===== config.mk =====
export PLATFORM = sky130hd
export DESIGN_NAME = exe_arbiter
export DESIGN_NICKNAME = d
export VERILOG_FILES = /design/src/rtl/exe_arbiter.sv
export SDC_FILE = /design/constraint.sdc
export NUM_CORES = 1
export LEC_CHECK = 0
export BUFFER_PORTS_ARGS = -buffer_cell sky130_fd_sc_hd__buf_2
export CAP_MARGIN = 20
export CORE_AREA = 2 2 118 120
export DETAILED_ROUTE_END_ITERATION = 7
export DIE_AREA = 0 0 120 122
export PLACE_DENSITY_LB_ADDON = 0.08
export SYNTH_ARGS = -nofsm -noshare
export SYNTH_HDL_FRONTEND = slang
export SYNTH_SLANG_ARGS = --single-unit

===== constraint.sdc =====
create_clock -name i_clk -period 1.8 [get_ports i_clk]
set_clock_uncertainty 0.2 [all_clocks]
set_input_delay 0.36 -clock i_clk [delete_from_list [all_inputs] [get_ports i_clk]]
set_output_delay 0.36 -clock i_clk [all_outputs]
set_load 0.02 [all_outputs]

===== src/rtl/exe_arbiter.sv =====
// exe_arbiter: round-robin sequencer sharing one execution unit between two requesters.
// Define EXE_ARB_STATS_EN to build the saturating per-requester completion counters.
module exe_arbiter #(
    parameter int unsigned BITS    = 32,
    parameter int unsigned OPW     = 3,
    parameter int unsigned NUM_OPS = 6,
    parameter int unsigned ALU_LAT = 0
) (
    input  logic            i_clk,
    input  logic            i_rst,
    input  logic            i_req0_valid,
    output logic            o_req0_ready,
    input  logic [OPW-1:0]  i_req0_op,
    input  logic [BITS-1:0] i_req0_argA,
    input  logic [BITS-1:0] i_req0_argB,
    input  logic            i_req1_valid,
    output logic            o_req1_ready,
    input  logic [OPW-1:0]  i_req1_op,
    input  logic [BITS-1:0] i_req1_argA,
    input  logic [BITS-1:0] i_req1_argB,
    output logic [OPW-1:0]  o_alu_op,
    output logic [BITS-1:0] o_alu_argA,
    output logic [BITS-1:0] o_alu_argB,
    input  logic [BITS-1:0] i_alu_result,
    input  logic            i_alu_error,
    output logic            o_rsp_valid,
    input  logic            i_rsp_ready,
    output logic [BITS-1:0] o_rsp_result,
    output logic            o_rsp_error,
    output logic            o_rsp_id,
    output logic [15:0]     o_cnt0,
    output logic [15:0]     o_cnt1
);
    localparam int unsigned CW = (ALU_LAT > 0) ? $clog2(ALU_LAT + 1) : 1;

    typedef enum logic [1:0] {StIdle, StExec, StResp} state_e;

    state_e          r_state;
    state_e          w_state_nxt;
    logic            r_ptr;
    logic [CW-1:0]   r_wait;
    logic [OPW-1:0]  r_alu_op;
    logic [BITS-1:0] r_alu_a;
    logic [BITS-1:0] r_alu_b;
    logic            r_id;
    logic [BITS-1:0] r_rsp_result;
    logic            r_rsp_error;

    logic            w_gnt0;
    logic            w_gnt1;
    logic            w_grant;
    logic            w_legal;
    logic [OPW-1:0]  w_sel_op;
    logic [BITS-1:0] w_sel_a;
    logic [BITS-1:0] w_sel_b;

    // Grants only in IDLE; the pointer breaks ties when both requesters are valid.
    always_comb begin
        w_gnt0 = 1'b0;
        w_gnt1 = 1'b0;
        if (!i_rst && r_state == StIdle) begin
            w_gnt0 = i_req0_valid && (!i_req1_valid || !r_ptr);
            w_gnt1 = i_req1_valid && (!i_req0_valid || r_ptr);
        end
    end

    assign w_grant  = w_gnt0 | w_gnt1;
    assign w_sel_op = w_gnt1 ? i_req1_op   : i_req0_op;
    assign w_sel_a  = w_gnt1 ? i_req1_argA : i_req0_argA;
    assign w_sel_b  = w_gnt1 ? i_req1_argB : i_req0_argB;
    assign w_legal  = (32'(w_sel_op) < NUM_OPS);

    always_ff @(posedge i_clk) begin
        if (i_rst) begin
            r_state <= StIdle;
        end else begin
            r_state <= w_state_nxt;
        end
    end

    always_comb begin
        w_state_nxt = r_state;
        unique case (r_state)
            StIdle:  if (w_grant) w_state_nxt = w_legal ? StExec : StResp;
            StExec:  if (r_wait == '0) w_state_nxt = StResp;
            StResp:  if (i_rsp_ready) w_state_nxt = StIdle;
            default: w_state_nxt = StIdle;
        endcase
    end

    always_ff @(posedge i_clk) begin
        if (i_rst) begin
            r_ptr        <= 1'b0;
            r_wait       <= '0;
            r_alu_op     <= '0;
            r_alu_a      <= '0;
            r_alu_b      <= '0;
            r_id         <= 1'b0;
            r_rsp_result <= '0;
            r_rsp_error  <= 1'b0;
        end else begin
            if (w_grant) begin
                r_ptr    <= ~w_gnt1;
                r_id     <= w_gnt1;
                r_alu_op <= w_sel_op;
                r_alu_a  <= w_sel_a;
                r_alu_b  <= w_sel_b;
                r_wait   <= CW'(ALU_LAT);
                // Illegal ops bypass the unit and answer with an error immediately.
                if (!w_legal) begin
                    r_rsp_result <= '0;
                    r_rsp_error  <= 1'b1;
                end
            end
            if (r_state == StExec) begin
                if (r_wait == '0) begin
                    r_rsp_result <= i_alu_result;
                    r_rsp_error  <= i_alu_error;
                end else begin
                    r_wait <= r_wait - CW'(1);
                end
            end
        end
    end

    assign o_req0_ready = w_gnt0;
    assign o_req1_ready = w_gnt1;
    assign o_alu_op     = r_alu_op;
    assign o_alu_argA   = r_alu_a;
    assign o_alu_argB   = r_alu_b;
    assign o_rsp_valid  = (r_state == StResp);
    assign o_rsp_result = r_rsp_result;
    assign o_rsp_error  = r_rsp_error;
    assign o_rsp_id     = r_id;

`ifdef EXE_ARB_STATS_EN
    logic        w_rsp_hs;
    logic [15:0] r_cnt0;
    logic [15:0] r_cnt1;

    assign w_rsp_hs = o_rsp_valid && i_rsp_ready;

    always_ff @(posedge i_clk) begin
        if (i_rst) begin
            r_cnt0 <= '0;
            r_cnt1 <= '0;
        end else if (w_rsp_hs) begin
            if (!r_id && r_cnt0 != 16'hFFFF) r_cnt0 <= r_cnt0 + 16'd1;
            if (r_id && r_cnt1 != 16'hFFFF)  r_cnt1 <= r_cnt1 + 16'd1;
        end
    end

    assign o_cnt0 = r_cnt0;
    assign o_cnt1 = r_cnt1;
`else
    assign o_cnt0 = 16'h0;
    assign o_cnt1 = 16'h0;
`endif

endmodule


==> load_flow_metrics.sql, run 1 <==
INSERT INTO impl_metrics (metric_group, metric, value, unit) VALUES
('run_status', 'run_status', 'finished with violations', ''),
('run_status', 'violated_checks', 'negative setup slack', ''),
('yosys', 'netlist.top_cell.by_area', 'dfxtp_1', ''),
('final_layout', 'register_area', '0.00211', 'mm2'),
('floorplan', 'placement_rows', '43', ''),
('pwr', 'pwr_density_cell', '892', 'mW/mm2'),
('floorplan', 'dieArea', '0.0146', 'mm2'),
('sta', 'maxSlewViolCount', '0', ''),
('worst_setup_path', 'regToRegSetupSlack', '-0.03', 'ns'),
('yosys', 'synth.yosys.warnings', '0', ''),
('yosys', 'combinational_family_with_the_most_area_after_synthesis', 'compound AO/OA/AOI/OAI gates', ''),
('final_layout', 'multiInputGateArea', '0.00253', 'mm2'),
('sta', 'postLayoutSetupSlackWorst', '-0.140', 'ns'),
('pwr', 'p_leak', '0.00349', 'uW'),
('worst_setup_path', 'cpMaxStageDelayCell', 'or3_4', ''),
('worst_setup_path', 'cpPeakStageDelay', '0.37', 'ns'),
('yosys', 'postSynthAreaPerCell', '9.07', 'um2'),
('worst_setup_path', 'critical_path.max_fanout', '2', ''),
('clocking', 'cts_buffers', '9', ''),
('worst_setup_path', 'worst_setup_path_endpoint', 'o_req0_ready', ''),
('pwr', 'vdd.ir_drop.worst', '0.399', 'mV'),
('drt', 'ant_nets', '0', ''),
('worst_setup_path', 'critPathCaptureType', 'primary output', ''),
('floorplan', 'fp.dieW', '120', 'um'),
('clocking', 'cts_root_buf', 'clkbuf_16', ''),
('worst_setup_path', 'critical_path.top_delay_family', 'simple AND/OR/NAND/NOR gates', ''),
('yosys', 'mapped_area', '0.00473', 'mm2'),
('yosys', 'synth.ff_latch_count', '105', ''),
('worst_setup_path', 'worst-endpoint-arrival', '1.38', 'ns'),
('drt', 'overall_routed_net_length', '16800', 'um'),
('yosys', 'ys_seq_area_share', '44.5', '%'),
('yosys', 'synth_mux_area_share', '0', '%'),
('final_layout', 'share_of_the_core_filled_with_cells', '53.6', '%'),
('floorplan', 'floorplan.io_pins', '308', ''),
('clocking', 'numClockSinks', '105', ''),
('yosys', 'ys_dominant_reg_cell', 'dfxtp_1', ''),
('clocking', 'cts.htree.levels', '3', ''),
('sta', 'finalSetupViolCount', '37', ''),
('grt', 'vias_in_the_first_global_route', '4784', ''),
('drt', 'via_per_inst', '5.32', ''),
('yosys', 'post_synth_and_or_nand_nor_area_fraction', '16.8', '%'),
('worst_setup_path', 'critical_path.reg2reg.endpoint', 'o_alu_argA[3]', ''),
('drt', 'dr_total_vias', '5269', ''),
('sta', 'fmax', '0.516', 'GHz'),
('yosys', 'synth.most_common_cell', 'dfxtp_1', ''),
('clocking', 'buffers_from_clock_root_to_sink_at_most', '2', ''),
('worst_setup_path', 'path_cells', 'or3_4 > buf_6 > nor2_4 > buf_6', ''),
('placement', 'worst_setup_slack_after_placement', '-0.200', 'ns'),
('grt', 'grt_pass1_wl', '24700', 'um'),
('drt', 'dr.first_iter.drc_count', '322', ''),
('worst_setup_path', 'required', '1.24', 'ns'),
('final_layout', 'drive_gt1_share', '46.7', '%'),
('sta', 'post-route-period-util', '108', '%'),
('worst_setup_path', 'worst-path-buf-inv', '2', ''),
('yosys', 'synth.cells.most_frequent', 'dfxtp_1, nand3_1, clkbuf_1', ''),
('placement', 'place_hpwl', '11100', 'um'),
('final_layout', 'diodes', '0', ''),
('worst_setup_path', 'crit_path_start_kind', 'flop', ''),
('clocking', 'clk_pin_slew_worst_paths', '0.07', 'ns'),
('final_layout', 'num-nets-final', '979', ''),
('worst_setup_path', 'cp-startpoint', 'r_state[0]', ''),
('clocking', 'tritoncts', 'yes', ''),
('yosys', 'yosysUniqueCellTypes', '32', ''),
('grt', 'maximum_number_of_pins_on_one_net_before_global_route_repair', '57', ''),
('sta', 'timing.final.crit_period', '1.94', 'ns'),
('sta', 'rsz0062_at_grt', 'true', ''),
('worst_setup_path', 'worstRegToRegCells', '5', ''),
('final_layout', 'area_delta_synth_final', '53.2', '%'),
('yosys', 'synth_compound_area_share', '27.3', '%'),
('clocking', 'clk-insertion-delay-late', '0.34', 'ns'),
('grt', 'combined_global_route_utilization_of_all_metal_layers', '21.1', '%');
## through the flow
| step | setup TNS, ns | instances | cell area [um2] | power, uW |
|---|---|---|---|---|
| final | -0.608 | 990 | 7240 | 6460 |
| after global routing | -2.47 | 990 | 7240 | 6760 |
| after CTS | -0.265 | 985 | 7050 | 6420 |
| after detailed placement | -9.50 | 947 | 6440 | 4390 |
| after global placement | -7.71 | 947 | 6440 | 4380 |
| after floorplan | -0.743 | 552 | 4980 | 3760 |
## timing repair
item	4_1_cts	5_1_grt
pin swaps	3	2
gates cloned	0	2
setup endpoints to repair	64	91
hold buffers	22	0
resized for setup	19	22
hold endpoints to repair	22	0
buffers inserted	2	3
## power by group
group	internal (uW)	total (uW)	switching (uW)
logic	747	1830	1090
registers	2560	2690	125
clock network	1090	1930	840
total	4410	6460	2050
## placed cells by master (no fill, tap or decap), drive strengths merged, types with 28 or more instances in the layout
cell and instances:
a221o 39, a31oi 28, and3 40, buf 313, conb 32, dfxtp 105
nand2 37, nand3 61, o21ai 30, o31ai 32, o41ai 28
## per-layer routing
| layer | share of wire [%] | global-route usage [%] |
|---|---|---|
| met5 | 0 | 0 |
| met3 | 6.2 | 3.84 |
| met2 | 50 | 35.8 |
| met1 | 42 | 26.6 |
| met4 | 1.8 | 8.01 |
## state kept, by name, summed over array words and instances, names as in the netlist
name and count:
o_alu_op 3, o_alu_argB 32, r_ptr 1, r_wait 1, o_rsp_error 1, o_rsp_result 32
o_rsp_id 1, o_alu_argA 32, r_state 2
## tightest hold or removal path, delay by kind of cell
kind | cells | cell delay, ns
AOI/OAI and AO/OA | 1 | 0.05
buffers and inverters | 1 | 0.08
and+or+nand+nor | 1 | 0.04
## layout make-up
class	instances	area share (%)
repair buffers	337	28.7
flip-flops and latches	105	29.1
clock inverters	4	0.622
clock buffers	10	3.30
multi-input cells	350	35.0
inverters	4	0.207
well taps	180	3.11
## cell families after synthesis
| kind of cell | count (synthesis) |
|---|---|
| AO/OA/AOI/OAI | 166 |
| AND/OR/NAND/NOR | 152 |
| flip-flops | 105 |
| buffers and inverters | 97 |
| other | 1 |
## worst min path at each step
stage | cells past startpoint | endpoint | start
finish | 3 | o_rsp_result[16] | i_alu_result[16]
global route | 3 | o_rsp_result[4] | i_alu_result[4]
CTS | 3 | o_rsp_result[16] | i_alu_result[16]
detailed placement | 2 | o_rsp_id | o_rsp_id
global placement | 2 | o_rsp_id | o_rsp_id
floorplan | 2 | o_rsp_result[0] | i_alu_result[0]
No activity file was read; power rests on OpenSTA's default activity.
==> inputs of run 2 (changes only) <==
--- a/config.mk
+++ b/config.mk
@@ -11,6 +11,7 @@
 export DETAILED_ROUTE_END_ITERATION = 7
 export DIE_AREA = 0 0 120 122
 export PLACE_DENSITY_LB_ADDON = 0.08
+export SETUP_SLACK_MARGIN = 0.02
 export SYNTH_ARGS = -nofsm -noshare
 export SYNTH_HDL_FRONTEND = slang
 export SYNTH_SLANG_ARGS = --single-unit
==> run 2 against run 1 <==
The run still ends with negative setup slack left. Global-route usage is 0.27 points higher. First-iteration DRC count increased by 32%. Sequential cell count unchanged. Sequential power is essentially flat. Fmax up 0.97%. Critical path type is now reg2reg.
==> load_flow_metrics.sql, run 2 (synthesis gave the netlist of run 1 again) <==
INSERT INTO impl_metrics (metric_group, metric, value, unit) VALUES
('final_layout', 'num-nets-final', '983', ''),
('job', 'max_cap_violations', '0', ''),
('pwr', 'vdd.ir_drop.worst', '0.439', 'mV'),
('sta', 'finalSetupViolCount', '65', ''),
('pwr', 'power.sequential.fraction', '41.0', '%'),
('pwr', 'power_frac_comb', '28.5', '%'),
('clocking', 'cts.htree.levels', '3', ''),
('clocking', 'buffers_from_clock_root_to_sink_at_most', '2', ''),
('min_path', 'min-delay-path-class', 'in2reg', ''),
('worst_setup_path', 'worst_flop_to_flop_path_startpoint', 'r_state[0]', ''),
('floorplan', 'floorplan.io_pins', '308', ''),
('floorplan', 'core_area', '0.0135', 'mm2'),
('placement', 'port_buffers', '275', ''),
('worst_setup_path', 'critPathCaptureType', 'flop', ''),
('placement', 'placedCellCount', '944', ''),
('grt', 'antenna_found_initial', '0', ''),
('final_layout', 'area_delta_synth_final', '58.9', '%'),
('sta', 'timing.setup.tns', '-4.12', 'ns'),
('pwr', 'power_frac_clock', '30.5', '%'),
('clocking', 'clk-insertion-delay-late', '0.35', 'ns'),
('pwr', 'pwr_density_cell', '875', 'mW/mm2'),
('grt', 'vias_in_the_first_global_route', '4909', ''),
('pwr', 'totalPowerFinal', '6570', 'uW'),
('clocking', 'cts_buffers', '9', ''),
('final_layout', 'fillCellCount', '1257', ''),
('drt', 'route.detailed.wl_per_inst', '17.0', 'um'),
('floorplan', 'fp.dieH', '122', 'um'),
('drt', 'dr_total_vias', '5285', ''),
('pwr', 'p_sw', '2120', 'uW'),
('min_path', 'min_from', 'i_alu_result[1]', ''),
('final_layout', 'diodes', '0', ''),
('worst_setup_path', 'regToRegSetupSlack', '-0.12', 'ns'),
('floorplan', 'fp.dieW', '120', 'um'),
('placement', 'place_hpwl', '10800', 'um'),
('run_status', 'violated_checks', 'negative setup slack', ''),
('clocking', 'numClockSinks', '105', ''),
('worst_setup_path', 'required', '1.84', 'ns'),
('worst_setup_path', 'critical_path.max_fanout', '17', ''),
('sta', 'timing.final.crit_period', '1.92', 'ns'),
('drt', 'ant_nets', '0', ''),
('pwr', 'sw_frac_of_total', '32.3', '%'),
('drt', 'met3RoutedLength', '1230', 'um'),
('placement', 'gpl.final_weighted_congestion', '0.745', ''),
('final_layout', 'most-common-layout-cells', 'buf_2, dfxtp_1, nand3_1, and3_1, a221o_1', ''),
('grt', 'maximum_number_of_pins_on_one_net_before_global_route_repair', '47', ''),
('drt', 'dr.first_iter.drc_count', '426', ''),
('final_layout', 'most_common_library_cell_in_the_layout_ignoring_fill_and_taps', 'buf_2', ''),
('grt', 'gr-total-overflow', '0', ''),
('sta', 'fmax', '0.521', 'GHz'),
('sta', 'postLayoutSetupSlackWorst', '-0.121', 'ns'),
('worst_setup_path', 'cpPeakStageDelay', '0.41', 'ns'),
('sta', 'post-route-period-util', '107', '%'),
('drt', 'top_layer_used', 'met4', ''),
('drt', 'drt-pass1-iter-count', '5', ''),
('sta', 'hold_viol_final', '0', ''),
('drt', 'overall_routed_net_length', '17000', 'um'),
('sta', 'hold_slack', '0.00698', 'ns'),
('drt', 'met1Wirelength', '7150', 'um'),
('placement', 'worst_setup_slack_after_placement', '-0.319', 'ns'),
('sta', 'rsz0062_at_grt', 'true', ''),
('worst_setup_path', 'timing.setup.critical_path_class', 'reg2reg', ''),
('clocking', 'tritoncts', 'yes', ''),
('worst_setup_path', 'worst-endpoint-arrival', '1.97', 'ns'),
('floorplan', 'dieArea', '0.0146', 'mm2'),
('pwr', 'internal-power', '4450', 'uW'),
('grt', 'combined_global_route_utilization_of_all_metal_layers', '21.4', '%'),
('pwr', 'p_leak', '0.00362', 'uW'),
('run_status', 'run_status', 'finished with violations', ''),
('worst_setup_path', 'cpMaxStageDelayCell', 'or3_4', ''),
('floorplan', 'placement_rows', '43', ''),
('drt', 'route.detailed.drc', '0', ''),
('sta', 'maxSlewViolCount', '0', ''),
('floorplan', 'start_util', '35.0', '%'),
('clocking', 'clk_pin_slew_worst_paths', '0.07', 'ns'),
('worst_setup_path', 'crit_path_start_kind', 'flop', ''),
('clocking', 'cts_root_buf', 'clkbuf_16', ''),
('final_layout', 'layoutNonFillerInstCount', '996', ''),
('final_layout', 'drive_gt1_share', '49.3', '%'),
('worst_setup_path', 'critical_path.top_delay_family', 'simple AND/OR/NAND/NOR gates', ''),
('drt', 'via_per_inst', '5.31', ''),
('worst_setup_path', 'path_cells', 'or3_4 > buf_8 > nor4_4 > buf_6 > clkbuf_16 > o31ai_1', ''),
('drt', 'wl_met2', '8240', 'um'),
('worst_setup_path', 'worst-path-buf-inv', '3', ''),
('worst_setup_path', 'cp-startpoint', 'r_state[0]', ''),
('grt', 'grt_pass1_wl', '25200', 'um');
run 2: cell types whose count changed in the layout (fill, tap and decap cells not counted), sizes merged:
cell,delta
clkinv,+1
clkbuf,+2
buf,+8
clkinvlp,+1
dlygate4sd3,-6
run 2: metrics by stage:
stage / cell area (um2) / util (%)
2_1_floorplan: 4960 / -
3_3_place_gp: 6380 / 47.2
3_5_place_dp: 6380 / 47.2
4_1_cts: 7220 / 53.4
5_1_grt: 7510 / 55.6
6_report: 7510 / 55.6
run 2: worst paths after layout:
path	to	cells past startpoint
setup reg to reg	o_rsp_result[13]	6
hold / removal	o_rsp_result[1]	3
hold reg to reg	o_rsp_id	2
setup / recovery	o_rsp_result[13]	6
run 2: final cells by class:
class,instances,area [um2],area share [%]
Clock inverter,6,57.6,0.767
Timing Repair Buffer,341,2190,29.1
Tap cell,180,225,3.00
Multi-Input combinational cell,350,2680,35.7
Clock buffer,10,239,3.18
Sequential cell,105,2110,28.1
Inverter,4,15.0,0.200
run 2: timing repair:
item	CTS	global route
buffers inserted	12	7
resized for setup	50	35
hold buffers	16	0
setup endpoints to repair	65	67
cloned	3	4
pin swaps	4	8
endpoints found under the hold margin	16	0
run 2: worst reg2reg max path: stages, from the launching register on:
cell and delay [ns]:
dfxtp_2 0.33, or3_4 0.41, buf_8 0.15, nor4_4 0.26
buf_6 0.17, clkbuf_16 0.20, o31ai_1 0.09
run 2: routing by layer:
metal / GRT usage [%] / vias to the layer above
met1: 27.8 / 2499
met2: 35.5 / 249
met3: 3.56 / 26
met4: 8.09 / 0
met5: 0 / -
li1: - / 2511
run 2: power by group through the flow:
stage	Sequential (uW)	Combinational (uW)	Clock (uW)
after global routing	2720	2010	2150
after CTS	2690	1770	2050
after global placement	2730	1610	0
after detailed placement	2730	1630	0
final	2690	1870	2000
after floorplan	3010	741	0
==> inputs of run 3 (changes only) <==
--- a/config.mk
+++ b/config.mk
@@ -12,6 +12,7 @@
 export DIE_AREA = 0 0 120 122
 export PLACE_DENSITY_LB_ADDON = 0.08
 export SETUP_SLACK_MARGIN = 0.02
+export SKIP_LAST_GASP = 1
 export SYNTH_ARGS = -nofsm -noshare
 export SYNTH_HDL_FRONTEND = slang
 export SYNTH_SLANG_ARGS = --single-unit
==> run 3 against run 2 <==
The run still ends with negative setup slack left. Cell count is 0.10% higher. Global-route usage about the same. Utilization down 0.22 points. Fmax grew 1.4%. Sequential power about the same. Die area did not move. Clock power about the same. Largest cell class unchanged. Largest power group unchanged. Highest routed layer unchanged.
==> load_flow_metrics.sql, run 3 (synthesis gave the netlist of run 1 again) <==
INSERT INTO impl_metrics (metric_group, metric, value, unit) VALUES
('run_status', 'run_status', 'finished with violations', ''),
('run_status', 'violated_checks', 'negative setup slack', ''),
('drt', 'drt-pass1-iter-count', '5', ''),
('placement', 'dpl-instance-area', '0.00638', 'mm2'),
('worst_setup_path', 'cpMaxStageDelayCell', 'or3_4', ''),
('sta', 'postLayoutSetupSlackWorst', '-0.0942', 'ns'),
('worst_setup_path', 'regToRegSetupSlack', '-0.09', 'ns'),
('worst_setup_path', 'path_cells', 'or3_4 > buf_8 > nor4_4 > clkbuf_16 > o31ai_1', ''),
('sta', 'hold_viol_final', '0', ''),
('drt', 'ant_nets', '0', ''),
('final_layout', 'drive_gt1_share', '48.6', '%'),
('worst_setup_path', 'worstRegToRegCells', '5', ''),
('final_layout', 'area_delta_synth_final', '58.2', '%'),
('pwr', 'power_frac_comb', '28.4', '%'),
('drt', 'route.detailed.wl_per_inst', '17.0', 'um'),
('grt', 'antenna_found_initial', '0', ''),
('worst_setup_path', 'critical_path.top_delay_family', 'simple AND/OR/NAND/NOR gates', ''),
('pwr', 'p_sw', '2120', 'uW'),
('job', 'max_cap_violations', '0', ''),
('worst_setup_path', 'critical_path.reg2reg.endpoint', 'o_rsp_result[13]', ''),
('worst_setup_path', 'critical_path.max_fanout', '17', ''),
('clocking', 'buffers_from_clock_root_to_sink_at_most', '2', ''),
('worst_setup_path', 'cp-startpoint', 'r_state[0]', ''),
('final_layout', 'most_common_library_cell_in_the_layout_ignoring_fill_and_taps', 'buf_2', ''),
('pwr', 'power_frac_clock', '30.7', '%'),
('final_layout', 'diodes', '0', ''),
('worst_setup_path', 'critPathCaptureType', 'flop', ''),
('floorplan', 'fp.dieW', '120', 'um'),
('floorplan', 'placement_rows', '43', ''),
('drt', 'route.detailed.drc', '0', ''),
('drt', 'overall_routed_net_length', '17000', 'um'),
('pwr', 'power.sequential.fraction', '41.0', '%'),
('worst_setup_path', 'worst_setup_path_endpoint', 'o_rsp_result[13]', ''),
('worst_setup_path', 'worst-endpoint-arrival', '1.94', 'ns'),
('floorplan', 'floorplan.io_pins', '308', ''),
('pwr', 'sw_frac_of_total', '32.3', '%'),
('worst_setup_path', 'crit_path_start_kind', 'flop', ''),
('final_layout', 'num-nets-final', '984', ''),
('final_layout', 'stdcell_area', '0.00748', 'mm2'),
('floorplan', 'start_util', '35.0', '%'),
('grt', 'gr-total-overflow', '0', ''),
('clocking', 'cts_root_buf', 'clkbuf_16', ''),
('sta', 'fmax', '0.528', 'GHz'),
('final_layout', 'most-common-layout-cells', 'buf_2, dfxtp_1, nand3_1, and3_1, a221o_1', ''),
('grt', 'combined_global_route_utilization_of_all_metal_layers', '21.4', '%'),
('sta', 'post-route-period-util', '105', '%'),
('pwr', 'pwr_density_cell', '878', 'mW/mm2'),
('floorplan', 'core_area', '0.0135', 'mm2'),
('pwr', 'internal-power', '4450', 'uW'),
('pwr', 'p_leak', '0.00361', 'uW'),
('grt', 'vias_in_the_first_global_route', '4931', ''),
('grt', 'grt_pass1_wl', '25200', 'um'),
('clocking', 'cts.htree.levels', '3', ''),
('clocking', 'clk_pin_slew_worst_paths', '0.07', 'ns'),
('final_layout', 'fillCellCount', '1262', ''),
('worst_setup_path', 'worst_flop_to_flop_path_startpoint', 'r_state[0]', ''),
('floorplan', 'dieArea', '0.0146', 'mm2'),
('worst_setup_path', 'worst-path-buf-inv', '2', ''),
('placement', 'place_hpwl', '10800', 'um'),
('sta', 'rsz0062_at_grt', 'true', ''),
('drt', 'dr_total_vias', '5190', ''),
('worst_setup_path', 'cpPeakStageDelay', '0.41', 'ns'),
('placement', 'port_buffers', '275', ''),
('worst_setup_path', 'timing.setup.critical_path_class', 'reg2reg', ''),
('drt', 'dr.first_iter.drc_count', '404', ''),
('clocking', 'clk-insertion-delay-late', '0.35', 'ns'),
('sta', 'timing.final.crit_period', '1.89', 'ns'),
('clocking', 'numClockSinks', '105', ''),
('floorplan', 'fp.dieH', '122', 'um'),
('placement', 'gpl.final_weighted_congestion', '0.745', ''),
('clocking', 'tritoncts', 'yes', ''),
('final_layout', 'share_of_the_core_filled_with_cells', '55.4', '%'),
('drt', 'via_per_inst', '5.21', ''),
('min_path', 'min-delay-path-class', 'in2reg', ''),
('worst_setup_path', 'required', '1.84', 'ns'),
('pwr', 'vdd.ir_drop.worst', '0.433', 'mV'),
('clocking', 'cts_buffers', '9', ''),
('sta', 'finalSetupViolCount', '61', ''),
('grt', 'maximum_number_of_pins_on_one_net_before_global_route_repair', '47', ''),
('sta', 'maxSlewViolCount', '0', ''),
('worst_setup_path', 'path_depth', '5', '');
==> run 3: power by group through the flow <==
stage	Sequential, uW	Clock, uW	Combinational, uW
global placement	2730	0	1610
detailed placement	2730	0	1630
global route	2720	2150	2000
floorplan	3010	0	741
finish	2690	2010	1860
CTS	2690	2050	1750
==> run 3: how the worst min path moves through the flow <==
| stage | start | end | slack (ns) | depth (start not counted) |
|---|---|---|---|---|
| floorplan | i_alu_result[0] | o_rsp_result[0] | 0.27 | 2 |
| global placement | o_rsp_id | o_rsp_id | 0.25 | 2 |
| detailed placement | o_alu_argB[7] | o_alu_argB[7] | 0.26 | 1 |
| CTS | i_alu_result[13] | o_rsp_result[13] | 0.00003 | 3 |
| global route | i_alu_result[22] | o_rsp_result[22] | 0.01 | 3 |
| finish | i_alu_result[1] | o_rsp_result[1] | 0.003 | 3 |
==> run 3: final cells by class <==
type | instances | area (um2) | share of cell area (%)
Clock buffer | 10 | 239 | 3.20
Clock inverter | 6 | 57.6 | 0.770
Timing Repair Buffer | 342 | 2200 | 29.5
Tap cell | 180 | 225 | 3.01
Inverter | 4 | 15.0 | 0.201
Multi-Input combinational cell | 350 | 2630 | 35.2
Sequential cell | 105 | 2110 | 28.2
==> run 3: worst register-to-register path, cell delays in order (launching register included) <==
cell and delay, ns:
dfxtp_2 0.33, or3_4 0.41, buf_8 0.15, nor4_4 0.31, clkbuf_16 0.28, o31ai_1 0.09
==> run 3: through the flow <==
step                      setup TNS, ns  hold slack [ns]  cells  power (uW)  setup WS [ns]
after floorplan                  -0.870            0.268    552        3750        -0.0577
after global placement           -14.46            0.248    944        4340         -0.287
after detailed placement         -15.88            0.263    944        4360         -0.319
after CTS                         -2.86        0.0000263    990        6500         -0.130
after global routing              -7.25          0.00960    997        6870         -0.175
final                             -2.82          0.00297    997        6570        -0.0942
==> run 3: timing repair <==
action / in CTS / in global routing
gates cloned: 3 / 4
hold buffers: 16 / 0
endpoints found under the hold margin: 16 / 0
endpoints found under the setup margin: 65 / 68
setup buffers: 12 / 7
pin swaps: 4 / 6
gates resized for setup: 44 / 28
==> run 3: routing by layer <==
metal	wire [um]	vias to the layer above	track usage [%]	part of all wire [%]
met5	0	-	0	0
met4	326	0	8.09	1.9
met3	1140	22	3.56	6.7
met2	8350	219	36.1	49
met1	7150	2428	27.5	42
li1	-	2521	-	-
